### src/rtl/prog_counter.sv
// prog_counter: programmable up/down counter with wrap, saturate and one-shot modes plus tc/ovf flags.
module prog_counter #(
    parameter int               WIDTH   = 32,
    parameter logic [WIDTH-1:0] RST_VAL = '0
) (
    input  logic             clk,
    input  logic             rst_n,
    input  logic             en,
    input  logic             clr,
    input  logic             load,
    input  logic [WIDTH-1:0] load_val,
    input  logic             dir,
    input  logic [1:0]       mode,
    input  logic [WIDTH-1:0] limit,
    input  logic             start,
    input  logic             ovf_clr,
    output logic [WIDTH-1:0] out,
    output logic             tc,
    output logic             busy,
    output logic             ovf
);
    localparam logic [1:0] IDLE = 2'd0;
    localparam logic [1:0] RUN  = 2'd1;
    localparam logic [1:0] DONE = 2'd2;
    logic [1:0]       state, state_n;
    logic             ldir, ldir_n;
    logic [WIDTH-1:0] out_n, term, step_val;
    logic             tc_n, ovf_set, run, os, edir, at_t, launch;
    // While running, the direction captured at launch governs; one-shot semantics persist until DONE.
    assign run      = state == RUN;
    assign os       = run || mode == 2'd2;
    assign edir     = run ? ldir : dir;
    assign term     = edir ? limit : '0;
    assign at_t     = out == term;
    assign step_val = edir ? out + 1'b1 : out - 1'b1;
    assign launch   = start && mode == 2'd2 && !run;
    assign busy     = run;
    always_comb begin
        out_n   = out;
        tc_n    = 1'b0;
        state_n = os ? state : IDLE;
        ldir_n  = ldir;
        ovf_set = 1'b0;
        if (clr) begin
            out_n   = RST_VAL;
            state_n = IDLE;
        end else if (load) begin
            out_n = load_val;
        end else if (launch) begin
            state_n = RUN;
            ldir_n  = dir;
            out_n   = dir ? '0 : limit;
        end else if (en && os) begin
            if (run) begin
                out_n   = at_t ? out : step_val;
                tc_n    = !at_t && step_val == term;
                state_n = (at_t || step_val == term) ? DONE : RUN;
            end
        end else if (en) begin
            out_n   = !at_t ? step_val : (mode == 2'd1 ? out : (edir ? '0 : limit));
            tc_n    = !at_t && step_val == term;
            ovf_set = at_t;
        end
    end
    always_ff @(posedge clk or negedge rst_n) begin
        if (!rst_n) begin
            out   <= RST_VAL;
            tc    <= 1'b0;
            ovf   <= 1'b0;
            state <= IDLE;
            ldir  <= 1'b1;
        end else begin
            out   <= out_n;
            tc    <= tc_n;
            ovf   <= ovf_set || (ovf && !ovf_clr);
            state <= state_n;
            ldir  <= ldir_n;
        end
    end
endmodule

### config.mk
export PLATFORM = sky130hd
export DESIGN_NAME = prog_counter
export DESIGN_NICKNAME = d
export VERILOG_FILES = /design/src/rtl/prog_counter.sv
export SDC_FILE = /design/constraint.sdc
export NUM_CORES = 1
export LEC_CHECK = 0
export ABC_AREA = 1
export BUFFER_PORTS_ARGS = -buffer_cell sky130_fd_sc_hd__buf_2
export CAP_MARGIN = 5
export CORE_ASPECT_RATIO = 0.5
export CORE_MARGIN = 2
export CORE_UTILIZATION = 30
export CTS_BUF_LIST = sky130_fd_sc_hd__clkbuf_16
export CTS_CLUSTER_SIZE = 40
export DETAILED_ROUTE_END_ITERATION = 8
export PLACE_DENSITY = 0.51
export SYNTH_ARGS = -nofsm -noshare
export SYNTH_HDL_FRONTEND = slang
export SYNTH_SLANG_ARGS = --single-unit
export TNS_END_PERCENT = 100
### constraint.sdc
create_clock -name clk -period 3.5 [get_ports clk]
set_input_delay 0.35 -clock clk [delete_from_list [all_inputs] [get_ports clk]]
set_output_delay 0.35 -clock clk [all_outputs]
set_load 0.01 [all_outputs]
==> reports/metrics.yaml, run 1 <==
status: "finished, final reports clean"
grt_antenna_before_repair: 0
ys_async_sr_fraction_pct: 100
fin_ws_ns: 0.142
fmax_mhz: 298
htreeDepth: 2
clock_sinks: 37
p_per_area_nw_per_um2: 394
rr_worst_depth: 19
rows: 37
critPathLaunchType: "flip-flop"
drt_iter0_markers: 754
setup_violations: 0
synth_most_common_cell: "nand2_1"
routedWlPerCell_um: 18.8
synth_edf_count: 0
io_pins: 109
grt_max_degree: 57
drc: 0
wl_mm: 29.9
fin_skew_ns: 0.0151
core_sq_um: 20500
ys_ff_latch: 37
yosys-top-cells-count: "nand2_1 (390), inv_1 (160), nand3_1 (157)"
clkPwrFrac_pct: 15.3
utilization_pct: 38.2
worstPathArrival_ns: 3.58
gr-total-overflow: 0
cts_tree: "built"
portBuffers: 108
holdWs_ns: 0.220
track_usage_pct: 26.5
cp.required_ns: 3.72
power_frac_seq_pct: 18.8
grt_first_pass_wirelength_mm: 44.5
place_congestion: 0.938
crit_path_max_incr_delay_ns: 0.55
vias_per_cell: 5.33
postSynthAreaPerCell_sq_um: 5.24
drive_gt1_share_pct: 20.0
slew_headroom_pct: 29.8
critical_path_class: "reg2reg"
critPathMaxFanout: 12
power_frac_comb_pct: 65.9
fin_crit_sh_pct: 95.9
cts_made_buffers: 5
internal-power_w: 0.00146
die-area_sq_um: 22000
yosysTopAreaCell: "nand2_1"
postCtsHoldBufs: 0
synth_area_leaders: "nand2_1 (24%), dfrtp_1 (14%), nand3_1 (13%)"
finalNetCount: 1401
p_leak_nw: 4.15
start_util_pct: 30.4
reg2reg_to: "out[12]$_DFFE_PN0P_"
syn2layout_area_growth_pct: 25.5
crit_chain: "inv_1 > nand3_1 > nand2_4 > buf_4 > nor2_1 > xor2_1 > nor2_1 > nand3_1 > nor4_2 > buf_4 > nand2_2 > nor2_4 > buf_4 > nand2_2 > o21ai_0 > nand2_1 > nand3_1 > nand2_1 > o21ai_0"
hp-class: "in2async"
yosys_warnings: 0
die_w_um: 208
slew_viol_final: 0
dpl.hpwl_mm: 24.1
synth_nets: 1269
clockBufferDepth: 2
routed-via-count: 8489
pre_cts_slack_ns: -0.119
max_cap_violations: 0
die_y_um: 106
period_minus_slack_ns: 3.36
critical-path-slowest-cell: "dfstp_2"
max_slew.worst_pin.slew_ns: 1.05
clk_pin_slew_ns: 0.07
synth_flop_cell: "dfrtp_1"
syn_area_sq_um: 6220
ant_nets: 0
p_switching_w: 0.00162
yosysUniqueCellTypes: 45
regToRegStartpoint: "ldir$_DFFE_PN1P_"
setup.worst_path.end_class: "flip-flop"
clock-root-buffer: "clkbuf_16"
antenna_cells: 0
p_sw_share_pct: 52.7
ir_drop_v: 0.000152
hold_violations: 0
syn_inst: 1187
yosysSeqAreaShare_pct: 14.9
reg2reg_slack_ns: 0.14
clkLatencyLatePin_ns: 0.30
netlist.area_leader.share_pct: 23.5
firstDrtPassIters: 6
grt_pass1_vias: 7648
[flip-flops by register name, indices dropped and copies added (netlist names)]
signal,cells
state,2
out,32
ldir,1
ovf,1
tc,1
[metrics by stage]
stage	power [W]	instances	instance area [sq um]	TNS, ns
after global routing	0.00333	1593	7810	-0.0371
after detailed placement	0.00247	1583	7360	-0.298
after global placement	0.00247	1583	7360	-0.178
final	0.00308	1593	7810	0
after CTS	0.00296	1592	7520	0
after floorplan	0.00176	1187	6230	0
[worst max-delay path, delay by kind of cell, from the launching register on]
family	cells	cell delay [ns]
compound gates	2	0.30
simple gates	12	1.73
flops	1	0.55
xor+xnor	1	0.11
buf+inv	4	0.58
[layout by cell type (no fill, tap or decap), types with 5 or more instances in the layout]
cell / n
nand2_4: 5
a21oi_1: 36
inv_2: 7
nand3_1: 153
buf_4: 49
a41oi_1: 16
a21oi_2: 7
nor2_1: 113
a31oi_1: 6
nor2_4: 5
o21ai_0: 53
inv_1: 159
nand4_1: 9
nand2_2: 27
buf_2: 108
o211ai_1: 23
nand2_1: 365
dfrtp_1: 36
clkbuf_16: 5
nand3b_1: 11
and2_1: 6
o21ai_1: 28
nor2_2: 23
xor2_1: 12
[metal layers]
metal	GRT usage [%]	part of all wire [%]	routed length, um
met3	3.67	7.5	2230
met1	38.2	47	14000
met5	0	0	0
met2	41.6	44	13100
met4	6.43	2.0	603
[how the worst max path moves through the flow]
stage | startpoint | end | slack [ns]
after floorplan | state[1]$_DFF_PN0_ | state[1]$_DFF_PN0_ | 0.1
after global routing | ldir$_DFFE_PN1P_ | state[1]$_DFF_PN0_ | -0.04
after global placement | state[1]$_DFF_PN0_ | state[1]$_DFF_PN0_ | -0.1
after CTS | state[1]$_DFF_PN0_ | tc$_DFF_PN0_ | 0.003
after detailed placement | state[1]$_DFF_PN0_ | state[1]$_DFF_PN0_ | -0.12
final | ldir$_DFFE_PN1P_ | out[12]$_DFFE_PN0P_ | 0.14
[power groups by stage]
stage	sequential, W	clock [W]	combinational [W]
global placement	0.000580	0	0.00189
finish	0.000578	0.000472	0.00203
CTS	0.000573	0.000488	0.00190
global route	0.000584	0.000506	0.00224
detailed placement	0.000581	0	0.00189
floorplan	0.000570	0	0.00119
[final cells by class]
cell class	count	area [sq um]
tap	273	342
sequential	37	927
timing repair buffer	165	1030
clock inverter	3	13.8
clock buffer	5	125
inverter	170	641
multi-input combinational	940	4730
fill	2383	12600
[repair_timing]
| item | 4_1_cts | 5_1_grt |
|---|---|---|
| endpoints found under the hold margin | 0 | 0 |
| setup endpoints to repair | 3 | 31 |
| resized for setup | 3 | 86 |
| pin swaps | 1 | 3 |
| buffers inserted | 1 | 1 |
[cell families after synthesis]
| logic type | count (synthesis) | synth area share [%] |
|---|---|---|
| and+or+nand+nor | 729 | 49.3 |
| buffers and inverters | 210 | 13.7 |
| adders and majority gates | 8 | 1.61 |
| AOI/OAI and AO/OA | 186 | 17.9 |
| DFF | 37 | 14.9 |
| xor gates and xnor gates | 17 | 2.61 |
(Power assumes the default switching activity.)
==> run 2: changes to the inputs <==
--- a/config.mk
+++ b/config.mk
@@ -11,7 +11,8 @@
 export CORE_ASPECT_RATIO = 0.5
 export CORE_MARGIN = 2
 export CORE_UTILIZATION = 30
-export CTS_BUF_LIST = sky130_fd_sc_hd__clkbuf_16
+export CTS_BUF_LIST = sky130_fd_sc_hd__clkbuf_8
+export CTS_CLUSTER_DIAMETER = 100
 export CTS_CLUSTER_SIZE = 40
 export DETAILED_ROUTE_END_ITERATION = 8
 export PLACE_DENSITY = 0.51
==> reports/metrics.yaml, run 2 (synthesis gave the netlist of run 1 again) <==
ir_drop_v: 0.000142
cts_made_buffers: 5
use_met3_pct: 3.75
die_w_um: 208
top_usage_layer: "met2"
routedWlPerCell_um: 18.8
hp-class: "in2async"
core_sq_um: 20500
p_sw_share_pct: 54.7
regToRegStartpoint: "ldir$_DFFE_PN1P_"
fin_crit_sh_pct: 96.2
regMostFlops: "out"
design_area_sq_um: 7760
cp.required_ns: 3.69
gr-usage-met1_pct: 38.2
die-area_sq_um: 22000
critPathLaunchType: "flip-flop"
critPathMaxFanout: 15
layout_commonest_cell: "nand2_1"
clock-root-buffer: "clkbuf_8"
track_usage_pct: 26.5
fin_ws_ns: 0.132
rows: 37
worstPathArrival_ns: 3.56
place_area_sq_um: 7360
hold_violations: 0
use_met2_pct: 41.5
place_congestion: 0.938
start_util_pct: 30.4
fmax_mhz: 297
htreeDepth: 2
stdcell_count: 1593
pre_cts_slack_ns: -0.119
max_cap_violations: 0
p_per_area_nw_per_um2: 379
max_slew.worst_pin.slew_ns: 1.07
power_frac_comb_pct: 69.1
grt_max_degree: 57
io_pins: 109
clkPwrFrac_pct: 11.3
dpl.hpwl_mm: 24.1
firstDrtPassIters: 5
portBuffers: 108
antenna_cells: 0
p_switching_w: 0.00161
internal-power_w: 0.00133
clkLatencyLatePin_ns: 0.33
period_minus_slack_ns: 3.37
clk_pin_slew_ns: 0.10
grt_pass1_vias: 7642
grt_antenna_before_repair: 0
drc: 0
status: "finished, final reports clean"
drt_iter0_markers: 907
postCtsHoldBufs: 0
setup_violations: 0
clockBufferDepth: 2
largest_reg_flops: 32
drive_gt1_share_pct: 20.0
gr-total-overflow: 0
grt_first_pass_wirelength_mm: 44.5
vias_per_cell: 5.26
clock_sinks: 37
routed-via-count: 8382
largestRegisters: "out (32), state (2)"
ant_nets: 0
critical_path_class: "reg2reg"
power_frac_seq_pct: 19.6
setup.worst_path.end_class: "flip-flop"
wl_mm: 29.9
critical_path.startpoint: "ldir$_DFFE_PN1P_"
placed_cells: 1583
final_cell_mix: "nand2_1 (366), inv_1 (159), nand3_1 (153), nor2_1 (113), buf_2 (108)"
slew_headroom_pct: 28.6
finalNetCount: 1401
slew_viol_final: 0
p_total_w: 0.00294
cts_tree: "built"
p_leak_nw: 4.12
syn2layout_area_growth_pct: 24.7
die_y_um: 106
fin_skew_ns: 0.0210
run 2: cell count changes in the layout (fill, tap and decap cells not counted):
cell and delta:
o21ai_1 -1, o21ai_2 +1, nor2_4 +1, clkbuf_16 -5, nand2_2 -1, nor2_2 -1, clkbuf_8 +5, nand2_1 +1
run 2: layout make-up:
cell class                      instances  area, sq um
Multi-Input combinational cell        940         4740
Tap cell                              273          342
Sequential cell                        37          927
Clock buffer                            5         68.8
Fill cell                            2395        12700
Inverter                              170          641
Clock inverter                          3         13.8
Timing Repair Buffer                  165         1030
run 2: repair_timing:
action                     CTS  global route
resized for setup            4            86
setup endpoints to repair    3            30
buffers inserted             1             1
pin swaps                    1             3
run 2: path summary, 6_finish.rpt:
check / end / slack, ns / cells after the start
max in group asynchronous: out[14]$_DFFE_PN0P_ / 2.66 / 1
min: out[29]$_DFFE_PN0P_ / 0.19 / 1
min in group clk: state[1]$_DFF_PN0_ / 0.19 / 2
min reg2reg: ldir$_DFFE_PN1P_ / 0.55 / 2
max reg2reg: tc$_DFF_PN0_ / 0.13 / 20
max: tc$_DFF_PN0_ / 0.13 / 20
run 2: worst max-delay path, cell delays in order, from the launching register on:
cell and delay [ns]:
dfstp_2 0.56, inv_1 0.05, nand3_1 0.14, nand2_4 0.11
buf_12 0.17, ha_2 0.38, nand2_1 0.10, nor2_1 0.09
inv_1 0.10, nor2_2 0.21, and2_1 0.15, nand2_1 0.11
nand3_1 0.14, nand2_1 0.11, nand2_1 0.09, nand3_1 0.09
nor2_1 0.11, nand2_1 0.07, nor2_2 0.11, nand2_2 0.09
nor4_1 0.25
run 2: metrics by stage:
step / util, % / hold WS [ns] / setup TNS (ns)
floorplan: - / 0.0544 / 0
global placement: 36.0 / 0.523 / -0.178
detailed placement: 36.0 / 0.530 / -0.298
CTS: 36.5 / 0.180 / 0
global route: 37.9 / 0.188 / -0.0324
finish: 37.9 / 0.186 / 0
run 2: power groups by stage:
stage | sequential, W | clock [W] | combinational (W)
after global routing | 0.000584 | 0.000363 | 0.00224
after floorplan | 0.000570 | 0 | 0.00119
after CTS | 0.000572 | 0.000348 | 0.00190
after global placement | 0.000580 | 0 | 0.00189
after detailed placement | 0.000581 | 0 | 0.00189
final | 0.000576 | 0.000333 | 0.00203
run 2: per-layer routing:
layer  vias up  share of wire [%]  wire [um]
met5         -                  0          0
met4         0                1.9        582
met3        37                6.2       1860
met2       298                 44      13200
met1      3927                 48      14300
li1       4120                  -          -
==> run 3: changes to the inputs <==
--- a/config.mk
+++ b/config.mk
@@ -11,7 +11,6 @@
 export CORE_ASPECT_RATIO = 0.5
 export CORE_MARGIN = 2
 export CORE_UTILIZATION = 30
-export CTS_BUF_LIST = sky130_fd_sc_hd__clkbuf_8
 export CTS_CLUSTER_DIAMETER = 100
 export CTS_CLUSTER_SIZE = 40
 export DETAILED_ROUTE_END_ITERATION = 8
==> reports/metrics.yaml, run 3 (synthesis gave the netlist of run 1 again) <==
status: "finished, final reports clean"
period_minus_slack_ns: 3.34
setup_violations: 0
p_total_w: 0.00308
grt_first_pass_wirelength_mm: 44.5
reg2reg_slack_ns: 0.16
holdWs_ns: 0.220
p_per_area_nw_per_um2: 395
p_sw_share_pct: 52.6
crit_path_max_incr_delay_ns: 0.55
clock-root-buffer: "clkbuf_16"
fin_crit_sh_pct: 95.5
vias_per_cell: 5.32
p_leak_nw: 4.14
critical_path.startpoint: "ldir$_DFFE_PN1P_"
critical_path_class: "reg2reg"
cts_made_buffers: 5
grt_pass1_vias: 7648
power_frac_seq_pct: 18.7
largestRegisters: "out (32), state (2)"
regToRegStartpoint: "ldir$_DFFE_PN1P_"
firstDrtPassIters: 6
finalNetCount: 1401
clk_pin_slew_ns: 0.07
clock_sinks: 37
fin_skew_ns: 0.0151
setup.worst_path.end_class: "flip-flop"
dpl.hpwl_mm: 24.1
die_y_um: 106
routed-via-count: 8474
start_util_pct: 30.4
reg2reg_to: "out[12]$_DFFE_PN0P_"
clkPwrFrac_pct: 15.4
grt_max_degree: 57
p_switching_w: 0.00162
power_frac_comb_pct: 65.9
multi_input_area_sq_um: 4730
critical-path-slowest-cell: "dfstp_2"
gr-total-overflow: 0
routedWlPerCell_um: 18.8
grt_antenna_before_repair: 0
portBuffers: 108
cp.required_ns: 3.72
final_cell_mix: "nand2_1 (365), inv_1 (158), nand3_1 (153), nor2_1 (113), buf_2 (108)"
max_cap_violations: 0
layout_commonest_cell: "nand2_1"
largest_reg_flops: 32
io_pins: 109
hold_violations: 0
fmax_mhz: 299
cp-endpoint: "out[12]$_DFFE_PN0P_"
place_congestion: 0.938
rr_worst_depth: 19
track_usage_pct: 26.5
antenna_cells: 0
wl_mm: 29.9
clkLatencyLatePin_ns: 0.30
slew_headroom_pct: 29.7
die_w_um: 208
htreeDepth: 2
fill_cells: 2383
internal-power_w: 0.00146
ant_nets: 0
clockBufferDepth: 2
drive_gt1_share_pct: 20.0
ir_drop_v: 0.000151
drt_iter0_markers: 754
core_sq_um: 20500
critPathLaunchType: "flip-flop"
syn2layout_area_growth_pct: 25.5
cts_tree: "built"
hp-class: "in2async"
critPathMaxFanout: 12
worstPathArrival_ns: 3.56
postCtsHoldBufs: 0
crit_chain: "inv_1 > nand3_1 > nand2_4 > buf_4 > nor2_1 > xor2_1 > nor2_1 > nand3_1 > nor4_2 > buf_4 > nand2_2 > nor2_4 > buf_4 > nand2_2 > o21ai_0 > nand2_1 > nand3_1 > nand2_1 > o21ai_0"
rows: 37
max_slew.worst_pin.slew_ns: 1.05
register_area_sq_um: 927
die-area_sq_um: 22000
regMostFlops: "out"
drc: 0
slew_viol_final: 0
-- run 3: cell types whose count changed in the layout (fill, tap and decap cells not counted), sizes merged --
cell | before | now
clkbuf | 5 | 6
inv | 167 | 166
-- run 3: worst min path at each step --
stage                startpoint             endpoint  slack, ns
4_1_cts                     clr   state[1]$_DFF_PN0_       0.22
5_1_grt                     clr   state[1]$_DFF_PN0_       0.22
6_report                  rst_n  out[20]$_DFFE_PN0P_       0.22
3_5_place_dp   ldir$_DFFE_PN1P_     ldir$_DFFE_PN1P_       0.53
3_3_place_gp   ldir$_DFFE_PN1P_     ldir$_DFFE_PN1P_       0.52
2_1_floorplan             rst_n   out[0]$_DFFE_PN0P_       0.05
-- run 3: layer usage --
metal  track usage (%)  vias up  wire length [um]
met1              38.2     3985             14000
met2              41.6      335             13100
met5                 0        -                 0
li1                  -     4117                 -
met3              3.67       37              2190
met4              6.43        0               604
-- run 3: final cells by class --
cell class              count  area share, %
multi-input cells         940           60.6
clock buffers               6           1.65
well taps                 273           4.37
repair buffers            165           13.2
clock inverters             2          0.128
flip-flops and latches     37           11.9
inverters                 170           8.20
-- run 3: repair_timing --
item,4_1_cts,5_1_grt
setup endpoints to repair,3,31
pin swaps,1,3
resized for setup,3,86
setup buffers,1,1
-- run 3: power by group through the flow --
stage	Sequential [W]	Combinational (W)	Clock [W]
after global placement	0.000580	0.00189	0
after floorplan	0.000570	0.00119	0
after global routing	0.000584	0.00224	0.000508
after CTS	0.000573	0.00190	0.000490
final	0.000578	0.00203	0.000475
after detailed placement	0.000581	0.00189	0
-- run 3: per-stage QoR --
step                setup slack [ns]  instance area [sq um]  TNS, ns  std cells  utilization [%]
CTS                          0.00303                   7520        0       1592             36.7
global placement             -0.0989                   7360   -0.178       1583             36.0
floorplan                     0.0983                   6230        0       1187                -
finish                         0.156                   7810        0       1593             38.2
global route                 -0.0370                   7810  -0.0374       1593             38.2
detailed placement            -0.119                   7360   -0.298       1583             36.0
-- run 3: critical path, delay by kind of cell (launching register included) --
| kind | cells | cell delay (ns) |
|---|---|---|
| flops | 1 | 0.55 |
| buf+inv | 4 | 0.57 |
| simple gates | 12 | 1.72 |
| xor+xnor | 1 | 0.11 |
| compound gates | 2 | 0.28 |
